--- src/rtl/instr_encoder_pkg.sv ---
// -----------------------------------------------------------------------------
// instr_encoder_pkg
// Shared constants for the program-loader encoder: MIPS opcode (OP_*) and
// function (FN_*) fields, the REGIMM rt selector used by BGEZ, the loader's
// mnemonic codes (MN_*), the encoder FSM state type and small word-packing
// helpers used by instr_pack.
// -----------------------------------------------------------------------------
package instr_encoder_pkg;

  // Encoder session states
  typedef enum logic [1:0] {
    ST_IDLE  = 2'd0,
    ST_RUN   = 2'd1,
    ST_WRITE = 2'd2,
    ST_FULL  = 2'd3
  } enc_state_t;

  // Primary opcodes
  localparam logic [5:0] OP_R_TYPE = 6'h00;
  localparam logic [5:0] OP_REGIMM = 6'h01;
  localparam logic [5:0] OP_BEQ    = 6'h04;
  localparam logic [5:0] OP_BNE    = 6'h05;
  localparam logic [5:0] OP_BGTZ   = 6'h07;
  localparam logic [5:0] OP_ADDI   = 6'h08;
  localparam logic [5:0] OP_ADDIU  = 6'h09;
  localparam logic [5:0] OP_SLTI   = 6'h0A;
  localparam logic [5:0] OP_ANDI   = 6'h0C;
  localparam logic [5:0] OP_ORI    = 6'h0D;
  localparam logic [5:0] OP_LUI    = 6'h0F;
  localparam logic [5:0] OP_LW     = 6'h23;
  localparam logic [5:0] OP_SW     = 6'h2B;

  // R-type function codes
  localparam logic [5:0] FN_SLL  = 6'h00;
  localparam logic [5:0] FN_SRL  = 6'h02;
  localparam logic [5:0] FN_SRA  = 6'h03;
  localparam logic [5:0] FN_JR   = 6'h08;
  localparam logic [5:0] FN_ADD  = 6'h20;
  localparam logic [5:0] FN_ADDU = 6'h21;
  localparam logic [5:0] FN_SUB  = 6'h22;
  localparam logic [5:0] FN_SUBU = 6'h23;
  localparam logic [5:0] FN_AND  = 6'h24;
  localparam logic [5:0] FN_OR   = 6'h25;
  localparam logic [5:0] FN_NOR  = 6'h27;
  localparam logic [5:0] FN_SLT  = 6'h2A;

  // REGIMM rt selector for BGEZ
  localparam logic [4:0] RT_BGEZ = 5'b00001;

  // Loader mnemonic codes; 24..31 are illegal
  localparam logic [4:0] MN_ADD   = 5'd0;
  localparam logic [4:0] MN_ADDU  = 5'd1;
  localparam logic [4:0] MN_SUB   = 5'd2;
  localparam logic [4:0] MN_SUBU  = 5'd3;
  localparam logic [4:0] MN_AND   = 5'd4;
  localparam logic [4:0] MN_OR    = 5'd5;
  localparam logic [4:0] MN_NOR   = 5'd6;
  localparam logic [4:0] MN_SLL   = 5'd7;
  localparam logic [4:0] MN_SRL   = 5'd8;
  localparam logic [4:0] MN_SRA   = 5'd9;
  localparam logic [4:0] MN_SLT   = 5'd10;
  localparam logic [4:0] MN_JR    = 5'd11;
  localparam logic [4:0] MN_ADDI  = 5'd12;
  localparam logic [4:0] MN_ADDIU = 5'd13;
  localparam logic [4:0] MN_ANDI  = 5'd14;
  localparam logic [4:0] MN_BEQ   = 5'd15;
  localparam logic [4:0] MN_BNE   = 5'd16;
  localparam logic [4:0] MN_BGTZ  = 5'd17;
  localparam logic [4:0] MN_BGEZ  = 5'd18;
  localparam logic [4:0] MN_LUI   = 5'd19;
  localparam logic [4:0] MN_LW    = 5'd20;
  localparam logic [4:0] MN_ORI   = 5'd21;
  localparam logic [4:0] MN_SLTI  = 5'd22;
  localparam logic [4:0] MN_SW    = 5'd23;

  // Pack an R-type word
  function automatic logic [31:0] r_word(input logic [4:0] rs, input logic [4:0] rt,
                                         input logic [4:0] rd, input logic [4:0] sh,
                                         input logic [5:0] fn);
    return {OP_R_TYPE, rs, rt, rd, sh, fn};
  endfunction

  // Pack an I-type word
  function automatic logic [31:0] i_word(input logic [5:0] op, input logic [4:0] rs,
                                         input logic [4:0] rt, input logic [15:0] imm);
    return {op, rs, rt, imm};
  endfunction

endpackage

--- src/rtl/instr_encoder_pack.sv ---
// -----------------------------------------------------------------------------
// instr_pack
// Purely combinational mnemonic + field packer. Produces the 32-bit MIPS word
// for a legal mnemonic and flags illegal codes (24..31). Fields that a given
// instruction format fixes (shamt of non-shift R-type, rs of shifts, rt/rd/
// shamt of JR, rs of LUI, rt of BGTZ/BGEZ) are overridden silently.
//   mnem        : mnemonic code (MN_*)
//   rs/rt/rd    : register fields
//   shamt       : shift amount
//   imm         : 16-bit immediate / offset
//   word        : encoded instruction (0 when illegal)
//   legal       : mnemonic is one of the 24 supported codes
// -----------------------------------------------------------------------------
module instr_pack
  import instr_encoder_pkg::*;
(
  input  logic [4:0]  mnem,
  input  logic [4:0]  rs,
  input  logic [4:0]  rt,
  input  logic [4:0]  rd,
  input  logic [4:0]  shamt,
  input  logic [15:0] imm,
  output logic [31:0] word,
  output logic        legal
);

  // Mnemonic decode and field packing
  always_comb begin
    word  = 32'h0000_0000;
    legal = 1'b1;
    case (mnem)
      MN_ADD:   word = r_word(rs, rt, rd, 5'd0, FN_ADD);
      MN_ADDU:  word = r_word(rs, rt, rd, 5'd0, FN_ADDU);
      MN_SUB:   word = r_word(rs, rt, rd, 5'd0, FN_SUB);
      MN_SUBU:  word = r_word(rs, rt, rd, 5'd0, FN_SUBU);
      MN_AND:   word = r_word(rs, rt, rd, 5'd0, FN_AND);
      MN_OR:    word = r_word(rs, rt, rd, 5'd0, FN_OR);
      MN_NOR:   word = r_word(rs, rt, rd, 5'd0, FN_NOR);
      MN_SLL:   word = r_word(5'd0, rt, rd, shamt, FN_SLL);
      MN_SRL:   word = r_word(5'd0, rt, rd, shamt, FN_SRL);
      MN_SRA:   word = r_word(5'd0, rt, rd, shamt, FN_SRA);
      MN_SLT:   word = r_word(rs, rt, rd, 5'd0, FN_SLT);
      MN_JR:    word = r_word(rs, 5'd0, 5'd0, 5'd0, FN_JR);
      MN_ADDI:  word = i_word(OP_ADDI, rs, rt, imm);
      MN_ADDIU: word = i_word(OP_ADDIU, rs, rt, imm);
      MN_ANDI:  word = i_word(OP_ANDI, rs, rt, imm);
      MN_BEQ:   word = i_word(OP_BEQ, rs, rt, imm);
      MN_BNE:   word = i_word(OP_BNE, rs, rt, imm);
      MN_BGTZ:  word = i_word(OP_BGTZ, rs, 5'd0, imm);
      MN_BGEZ:  word = i_word(OP_REGIMM, rs, RT_BGEZ, imm);
      MN_LUI:   word = i_word(OP_LUI, 5'd0, rt, imm);
      MN_LW:    word = i_word(OP_LW, rs, rt, imm);
      MN_ORI:   word = i_word(OP_ORI, rs, rt, imm);
      MN_SLTI:  word = i_word(OP_SLTI, rs, rt, imm);
      MN_SW:    word = i_word(OP_SW, rs, rt, imm);
      default: begin
        word  = 32'h0000_0000;
        legal = 1'b0;
      end
    endcase
  end

endmodule

--- src/rtl/instr_encoder.sv ---
// -----------------------------------------------------------------------------
// instr_encoder
// Program-loader encoder. Accepts one mnemonic + fields per in_valid/in_ready
// handshake, packs it via instr_pack and writes the word to instruction memory
// at consecutive word addresses starting at BASE_ADDR.
//   clk, rst_n          : clock, synchronous active-low reset
//   start / stop        : begin(restart) / end a load session (1-cycle pulses)
//   in_valid / in_ready : field handshake
//   mnem, rs, rt, rd,
//   shamt, imm          : instruction fields
//   imem_we / imem_ack  : write request, held until acknowledged
//   imem_addr/imem_wdata: byte address / encoded word, stable while imem_we
//   count               : words written this session
//   busy / full / err   : session active / DEPTH reached / illegal mnemonic seen
// All outputs are registered; in_ready never depends on in_valid.
// -----------------------------------------------------------------------------
module instr_encoder
  import instr_encoder_pkg::*;
#(
  parameter int ADDR_W    = 10,
  parameter int BASE_ADDR = 0,
  parameter int DEPTH     = 256,
  localparam int COUNT_W  = $clog2(DEPTH + 1)
) (
  input  logic               clk,
  input  logic               rst_n,
  input  logic               start,
  input  logic               stop,
  input  logic               in_valid,
  output logic               in_ready,
  input  logic [4:0]         mnem,
  input  logic [4:0]         rs,
  input  logic [4:0]         rt,
  input  logic [4:0]         rd,
  input  logic [4:0]         shamt,
  input  logic [15:0]        imm,
  output logic               imem_we,
  input  logic               imem_ack,
  output logic [ADDR_W-1:0]  imem_addr,
  output logic [31:0]        imem_wdata,
  output logic [COUNT_W-1:0] count,
  output logic               busy,
  output logic               full,
  output logic               err
);

  localparam logic [ADDR_W-1:0]  BASE_A    = ADDR_W'(BASE_ADDR);
  localparam logic [COUNT_W-1:0] DEPTH_C   = COUNT_W'(DEPTH);
  localparam logic [ADDR_W-1:0]  WORD_STEP = ADDR_W'(4);

  enc_state_t         state_q, state_d;
  logic [ADDR_W-1:0]  addr_q, addr_d;
  logic [31:0]        wdata_q, wdata_d;
  logic [COUNT_W-1:0] count_q, count_d;
  logic               err_q, err_d;
  logic               stop_pend_q, stop_pend_d;
  logic               in_ready_q, in_ready_d;
  logic               we_q, we_d;
  logic               busy_q, busy_d;
  logic               full_q, full_d;

  logic [31:0]        pack_word;
  logic               pack_legal;

  instr_pack u_pack (
    .mnem  (mnem),
    .rs    (rs),
    .rt    (rt),
    .rd    (rd),
    .shamt (shamt),
    .imm   (imm),
    .word  (pack_word),
    .legal (pack_legal)
  );

  // Next-state, address/count and output-register computation
  always_comb begin
    state_d     = state_q;
    addr_d      = addr_q;
    wdata_d     = wdata_q;
    count_d     = count_q;
    err_d       = err_q;
    stop_pend_d = stop_pend_q;

    if (start) begin
      // start wins over everything, including an outstanding write
      state_d     = ST_RUN;
      addr_d      = BASE_A;
      count_d     = {COUNT_W{1'b0}};
      err_d       = 1'b0;
      stop_pend_d = 1'b0;
    end else begin
      case (state_q)
        ST_IDLE: begin
          state_d = ST_IDLE;
        end
        ST_RUN: begin
          if (in_valid) begin
            if (pack_legal) begin
              // a stop arriving with a legal word lets that word complete first
              wdata_d     = pack_word;
              state_d     = ST_WRITE;
              stop_pend_d = stop;
            end else begin
              err_d   = 1'b1;
              state_d = stop ? ST_IDLE : ST_RUN;
            end
          end else if (stop) begin
            state_d = ST_IDLE;
          end else begin
            state_d = ST_RUN;
          end
        end
        ST_WRITE: begin
          if (imem_ack) begin
            addr_d      = addr_q + WORD_STEP;
            count_d     = count_q + COUNT_W'(1);
            stop_pend_d = 1'b0;
            if (stop_pend_q || stop) begin
              state_d = ST_IDLE;
            end else if (count_d == DEPTH_C) begin
              state_d = ST_FULL;
            end else begin
              state_d = ST_RUN;
            end
          end else if (stop) begin
            stop_pend_d = 1'b1;
          end else begin
            stop_pend_d = stop_pend_q;
          end
        end
        ST_FULL: begin
          state_d = ST_FULL;
        end
        default: begin
          state_d = ST_IDLE;
        end
      endcase
    end

    in_ready_d = (state_d == ST_RUN);
    we_d       = (state_d == ST_WRITE);
    busy_d     = (state_d == ST_RUN) || (state_d == ST_WRITE);
    full_d     = (state_d == ST_FULL);
  end

  // State, datapath and output registers with synchronous reset
  always_ff @(posedge clk) begin
    if (!rst_n) begin
      state_q     <= ST_IDLE;
      addr_q      <= BASE_A;
      wdata_q     <= 32'h0000_0000;
      count_q     <= {COUNT_W{1'b0}};
      err_q       <= 1'b0;
      stop_pend_q <= 1'b0;
      in_ready_q  <= 1'b0;
      we_q        <= 1'b0;
      busy_q      <= 1'b0;
      full_q      <= 1'b0;
    end else begin
      state_q     <= state_d;
      addr_q      <= addr_d;
      wdata_q     <= wdata_d;
      count_q     <= count_d;
      err_q       <= err_d;
      stop_pend_q <= stop_pend_d;
      in_ready_q  <= in_ready_d;
      we_q        <= we_d;
      busy_q      <= busy_d;
      full_q      <= full_d;
    end
  end

  assign in_ready   = in_ready_q;
  assign imem_we    = we_q;
  assign imem_addr  = addr_q;
  assign imem_wdata = wdata_q;
  assign count      = count_q;
  assign busy       = busy_q;
  assign full       = full_q;
  assign err        = err_q;

endmodule

--- config.mk ---
export PLATFORM = sky130hd
export DESIGN_NAME = instr_encoder
export DESIGN_NICKNAME = d
export VERILOG_FILES = /design/src/rtl/instr_encoder_pkg.sv /design/src/rtl/instr_encoder_pack.sv /design/src/rtl/instr_encoder.sv
export SDC_FILE = /design/constraint.sdc
export NUM_CORES = 1
export LEC_CHECK = 0
export CORE_MARGIN = 2
export CORE_UTILIZATION = 49
export DETAILED_ROUTE_END_ITERATION = 6
export GPL_TIMING_DRIVEN = 0
export PLACE_DENSITY_LB_ADDON = 0.15
export SLEW_MARGIN = 10
export SYNTH_ARGS = -nofsm -noshare
export SYNTH_HDL_FRONTEND = slang
export SYNTH_HIERARCHICAL = 1
export SYNTH_SLANG_ARGS = --single-unit
--- constraint.sdc ---
create_clock -name clk -period 4.8 [get_ports clk]
set_input_delay 0.72 -clock clk [delete_from_list [all_inputs] [get_ports clk]]
set_output_delay 0.72 -clock clk [all_outputs]
set_load 0.05 [all_outputs]
# ---- After elaboration in Yosys (flattened, before gate mapping)
# Cells that the tools add are included.
# W data, S select, Z words.
dict set report word_totals {
  input_bits 47
  elab_cells 74
  ff_bits 59
  out_inout_bits 56
}
dict set report classes {
  addsub 2
  n_eq_ne 33
  n_bitwise 3
  n_reduce_logical 11
  n_mux 15
}
# operator count
set op_table {}
lappend op_table {{$pmux W32 S24} 1}
lappend op_table {{$eq A5 B4 Y1 const B} 8}
lappend op_table {{$eq A5 B5 Y1 const B} 8}
lappend op_table {{$reduce_or A24 Y1} 1}
lappend op_table {{$eq A5 B3 Y1 const B} 4}
lappend op_table {{$mux W2} 6}
lappend op_table {{$add A10 B3 Y10 const B} 1}
lappend op_table {{$eq A5 B2 Y1 const B} 2}
lappend op_table {{$add A9 B1 Y9 const B} 1}
lappend op_table {{$eq A9 B9 Y1 const B} 1}
lappend op_table {{$eq A2 B2 Y1 const B} 4}
lappend op_table {{$pmux W2 S4} 1}
lappend op_table {{$reduce_and A4 Y1} 2}
lappend op_table {{$mux W1} 6}
lappend op_table {{$eq A5 B1 Y1 const B} 1}
lappend op_table {{$logic_not A5 Y1} 1}
lappend op_table {{$eq A2 B1 Y1 const B} 2}
lappend op_table {{$ne A2 B2 Y1 const B} 2}
lappend op_table {{$ne A3 B3 Y1 const B} 1}
lappend op_table {{$not A1 Y1} 3}
lappend op_table {{$reduce_and A3 Y1} 1}
lappend op_table {{$logic_not A2 Y1} 1}
lappend op_table {{$logic_or A1 B1 Y1} 2}
lappend op_table {{$pmux W1 S2} 1}
lappend op_table {{other kinds (3)} 3}

# ---- Logic depth before layout (Yosys ltp)
dict set report depth {
  depth_word 9
  ltp_mapped 9
}

# ---- By module
# The synthesis kept the hierarchy.
# module instances seq_area_each_um2 cells_each area_each_um2
set modules_own_cells {}
lappend modules_own_cells {instr_encoder 1 1141.1 282 2377.3}
lappend modules_own_cells {instr_pack 1 0.0 104 644.4}

# ---- Worst setup path before layout
# OpenSTA, ideal clock, no wires.
dict set report synth_path {
  kind {register to register}
  from {reg count_q[0] (netlist: count[0])}
  to {reg in_ready_q (netlist: in_ready)}
  arrival_ns 2.317
  setup_slack_ns 2.369
  setup_time_ns 0.115
  stages_incl_launch_ff 8
  required_ns 4.685
  cell_sequence {dfxtp_1 ha_1 xor2_1 o41ai_2 a41oi_1 or4_1 ha_1 and2_1}
}
dict set report synth_via {
  elab_chain_len 8
}
# item line_no
set synth_lines {}
lappend synth_lines {{start: declaration} instr_encoder.sv:54} ;# logic [COUNT_W-1:0] count_q, count_d;
lappend synth_lines {{start signal: assignment} instr_encoder.sv:153} ;# count_q <= {COUNT_W{1'b0}};
lappend synth_lines {{start signal: assignment} instr_encoder.sv:164} ;# count_q <= count_d;
lappend synth_lines {{$add A9 B1 Y9} instr_encoder.sv:117} ;# count_d = count_q + COUNT_W'(1);
lappend synth_lines {{$eq A9 B9 Y1} instr_encoder.sv:121} ;# end else if (count_d == DEPTH_C) begin
lappend synth_lines {{$mux W2} instr_encoder.sv:121}
lappend synth_lines {{$mux W2} instr_encoder.sv:119} ;# if (stop_pend_q || stop) begin
lappend synth_lines {{$mux W2} instr_encoder.sv:115} ;# if (imem_ack) begin
lappend synth_lines {{$pmux W2 S4} instr_encoder.sv:93} ;# case (state_q)
lappend synth_lines {{$mux W2} instr_encoder.sv:85} ;# if (start) begin
lappend synth_lines {{$eq A2 B1 Y1} instr_encoder.sv:141} ;# in_ready_d = (state_d == ST_RUN);
lappend synth_lines {{named net in_ready_d} instr_encoder.sv:57} ;# logic in_ready_q, in_ready_d;
lappend synth_lines {{end signal: assignment} instr_encoder.sv:167} ;# in_ready_q <= in_ready_d;
lappend synth_lines {{end: declaration} instr_encoder.sv:57}
# The timed path passes the listed nets, and every way through them passes these cells.
# A chain may end at the register's enable or synchronous reset.

# ---- Final worst setup path
dict set report layout_path {
  from {in mnem[4]}
  to {reg we_q (netlist: imem_we)}
}
dict set report layout_via {
  elab_chain_len 8
  elab_cells_between_ends 31
  classes_between {eq/ne (24); mux (5); reduce/logical (2)}
}
# item line_no
set layout_lines {}
lappend layout_lines {{start: declaration} instr_encoder.sv:31} ;# input logic [4:0] mnem,
lappend layout_lines {{$eq A5 B1 Y1 (tied with other cells)} instr_encoder_pack.sv:31} ;# case (mnem)
lappend layout_lines {{$reduce_or A24 Y1 (no line) (*)} --}
lappend layout_lines {{$mux W1 (*)} instr_encoder_pack.sv:31}
lappend layout_lines {{named net pack_legal} instr_encoder.sv:63} ;# logic pack_legal;
lappend layout_lines {{$mux W2 (*)} instr_encoder.sv:99} ;# if (pack_legal) begin
lappend layout_lines {{$mux W2 (*)} instr_encoder.sv:98} ;# if (in_valid) begin
lappend layout_lines {{$pmux W2 S4 (*)} instr_encoder.sv:93}
lappend layout_lines {{$mux W2 (*)} instr_encoder.sv:85}
lappend layout_lines {{named net state_d[1]} instr_encoder.sv:51} ;# enc_state_t state_q, state_d;
lappend layout_lines {{$eq A2 B2 Y1 (*)} instr_encoder.sv:142} ;# we_d = (state_d == ST_WRITE);
lappend layout_lines {{named net we_d} instr_encoder.sv:58} ;# logic we_q, we_d;
lappend layout_lines {{end signal: assignment} instr_encoder.sv:168} ;# we_q <= we_d;
lappend layout_lines {{end: declaration} instr_encoder.sv:58}
# Mark *: on every way through the listed nets, which the timed path passes. The rest lies on a longest branch.

==> impl_metrics.ini <==
[drt]
via_count = 2980
final_antenna_net_count = 0
drt_iter0_markers = 120
via_per_inst = 5.174
drtPass1Iterations = 4
drt-wirelength-per-cell_um = 13.43
route.detailed.drc = 0
drt-total-wl_mm = 7.734

[synth]
syn_inst = 386
yosysMostFrequentCell = nand2_1
synth_area_leader_cell = dfxtp_1
synthArstFlopShare_pct = 0
synth_edf_count = 0
synth_top_area_share_pct = 37.76
synth_ff_type = dfxtp_1
yosys-top-cells-count = 90 x nand2_1, 57 x dfxtp_1, 35 x nor2_1
ys_seq_area_share_pct = 37.76
yosysUniqueCellTypes = 50
ys.warnings.count = 6
synth.avg_cell_area_um2 = 7.828
synth.area.top_cells = dfxtp_1 38%, nand2_1 11%, a21boi_1 8.0%, nor2_1 4.3%, a22o_1 3.5%
syn_area_mm2 = 0.003022
ys_ff_latch = 57

[cells_and_area]
antenna_cells = 0
multi_input_area_mm2 = 0.001718
nNetsFinal = 548
seqCellArea_mm2 = 0.001141
final_util_pct = 72.29
n_fill_cell = 493
syn_to_final_growth_pct = 42.48
drive_gt1_share_pct = 6.587

[setup_path]
reg2reg_slack_ns = 2.59
critPathArrivalTime_ns = 3.05
cp_max_fo = 10
reg2reg_to = in_ready
crit_chain = clkdlybuf4s50_1, buf_2, nand2_1, a31oi_1, nor2_1, nor3_1, nor4_1, ha_1, and2_1
worst_ep_required_time_ns = 5.02
end_kind = flop
rr_startpoint = count[0]
worst-path-buf-inv = 2
path_depth = 9
criticalPathCategory = in2reg
critPathMaxStageDelay_ns = 0.64
crit_family = buffers and inverters
startpoint_type = primary input
worst_path_max_delay_cell = clkdlybuf4s50_1
r2r_cells = 7

[floorplan]
rows = 28
pin_count = 103
dieArea_mm2 = 0.006810
start_util_pct = 50.74
die_h_um = 82.53
die_w_um = 82.53
core_area_mm2 = 0.005956

[clocking]
cts_num_sinks = 57
post_cts_buffers = 0
clk_pin_slew_ns = 0.06
clk_latency_ns = 0.33
root_buffer = clkbuf_8
clockBufferDepth = 2
cts_tree = done
cts_made_buffers = 9
holdBufCountCts = 0
cts_resized = 0
cts_max_level = 3

[sta]
fin_crit_ns = 2.823
drv_slew = 0
rsz0062_at_grt = no
worst_clock_skew_ns = 0.004768
fin_ws_ns = 1.977
setup_violations = 0
maxSlewHeadroom_pct = 61.08
hold_violations = 0
fmaxAchievable_mhz = 354.2
worstMarginPinSlew_ns = 0.5804
tns_ns = 0
fin_crit_sh_pct = 58.82

[global_route]
antenna_found_initial = 0
grtUsageTotal_pct = 23.52
grt_pass1_wl_mm = 12.29
grt_max_degree = 11
overflow = 0
grt_pass1_vias = 2731

[placement]
hpwl_mm = 5.841
pre_cts_ws_ns = 1.683
port_buffers = 98
routabilityCongestion = 0.9039

[hold_path]
worstHoldPathType = reg2reg
min_to = imem_wdata[13]
worst_hold_startpoint = imem_wdata[13]
holdPathStages = 2

[status]
outcome = complete, no violations

[pwr]
total_power_mw = 1.102
peakVddDrop_mv = 0.2029
p_leak_nw = 1.587
powerDensity_mw_per_mm2 = 255.9

[job]
maxCapViolCount = 0
registers in the layout, indices dropped and copies added (netlist names):
signal and cells:
busy 1, count 9, err 1, full 1
imem_addr 8, imem_wdata 32, imem_we 1, in_ready 1
state_q 2, stop_pend_q 1
where the power goes:
part | internal [mW] | switching [mW] | leakage, nW
clock | 0.266 | 0.197 | 0.109
combinational | 0.0766 | 0.0819 | 1.02
sequential | 0.478 | 0.00216 | 0.460
final cells by class:
class                           count  share of cell area [%]
Inverter                            6                  0.5231
Timing Repair Buffer               98                   22.78
Buffer                             28                   3.342
Multi-Input combinational cell    296                   39.90
Tap cell                           75                   2.180
Clock buffer                       11                   3.516
Clock inverter                      5                   1.250
Sequential cell                    57                   26.50
worst register-to-register path: cells and delay by family, from the launching register on:
| kind | cells | cell delay [ns] |
|---|---|---|
| compound gates | 2 | 0.41 |
| xor+xnor | 1 | 0.11 |
| fa+ha+maj | 2 | 0.50 |
| flops | 1 | 0.41 |
| simple gates | 2 | 0.68 |
layout by cell type (no fill, tap or decap), types with 3 or more instances in the layout:
cell             synthesis  final
clkdlybuf4s50_1          0     98
nand2_1                 90     90
dfxtp_1                 57     57
nor2_1                  35     35
a21boi_1                32     32
clkbuf_1                15     15
a22o_1                  12     12
xor2_1                  11     11
nor3_1                  11     11
clkbuf_8                 0     11
o21ai_0                  9      9
buf_2                    7      7
o21ai_1                  7      7
xnor2_1                  7      7
inv_1                    6      6
nor2b_1                  6      6
nand3_1                  6      6
and3_1                   5      5
nand2b_1                 5      5
and2_1                   5      5
ha_1                     5      5
a31oi_1                  4      4
nand4_1                  4      4
a21oi_1                  4      4
buf_4                    4      4
nand3b_1                 3      3
conb_1                   2      3
clkinv_2                 0      3
a221oi_1                 3      3
through the flow:
step           instance area (µm²)  hold WS (ns)  instances
6_report                      4305        0.4514        576
5_1_grt                       4305        0.4676        576
4_1_cts                       4305        0.4543        576
3_5_place_dp                  4100        0.4445        560
3_3_place_gp                  4100        0.4398        560
2_1_floorplan                 3025        0.4817        387
worst max path at each step:
stage                   from  endpoint  slack [ns]
floorplan           count[0]  in_ready        2.37
global placement     mnem[4]  in_ready        1.75
detailed placement   mnem[4]      busy        1.68
CTS                  mnem[4]   imem_we        2.01
global route         mnem[4]      busy        1.74
finish               mnem[4]   imem_we        1.98
cells by family (layout without fill, tap and decap cells):
group	Yosys count	in the layout	share of synthesized area, %
XOR/XNOR	18	18	5.217
other	2	3	0.2485
AND/OR/NAND/NOR	184	184	27.91
buffers and inverters	34	148	5.507
multiplexers	1	1	0.3313
adder cells (fa/ha/maj)	5	5	2.070
flip-flops	57	57	37.76
AO/OA/AOI/OAI	85	85	20.95
layer usage:
metal | vias to the layer above | part of all wire [%] | track usage [%]
met2 | 93 | 48 | 39.68
met5 | - | 0 | 0
met4 | 0 | 1.6 | 9.672
met3 | 11 | 6.6 | 4.891
met1 | 1344 | 44 | 29.12
li1 | 1532 | - | -
Note: power is estimated with default switching activity, not from simulation.
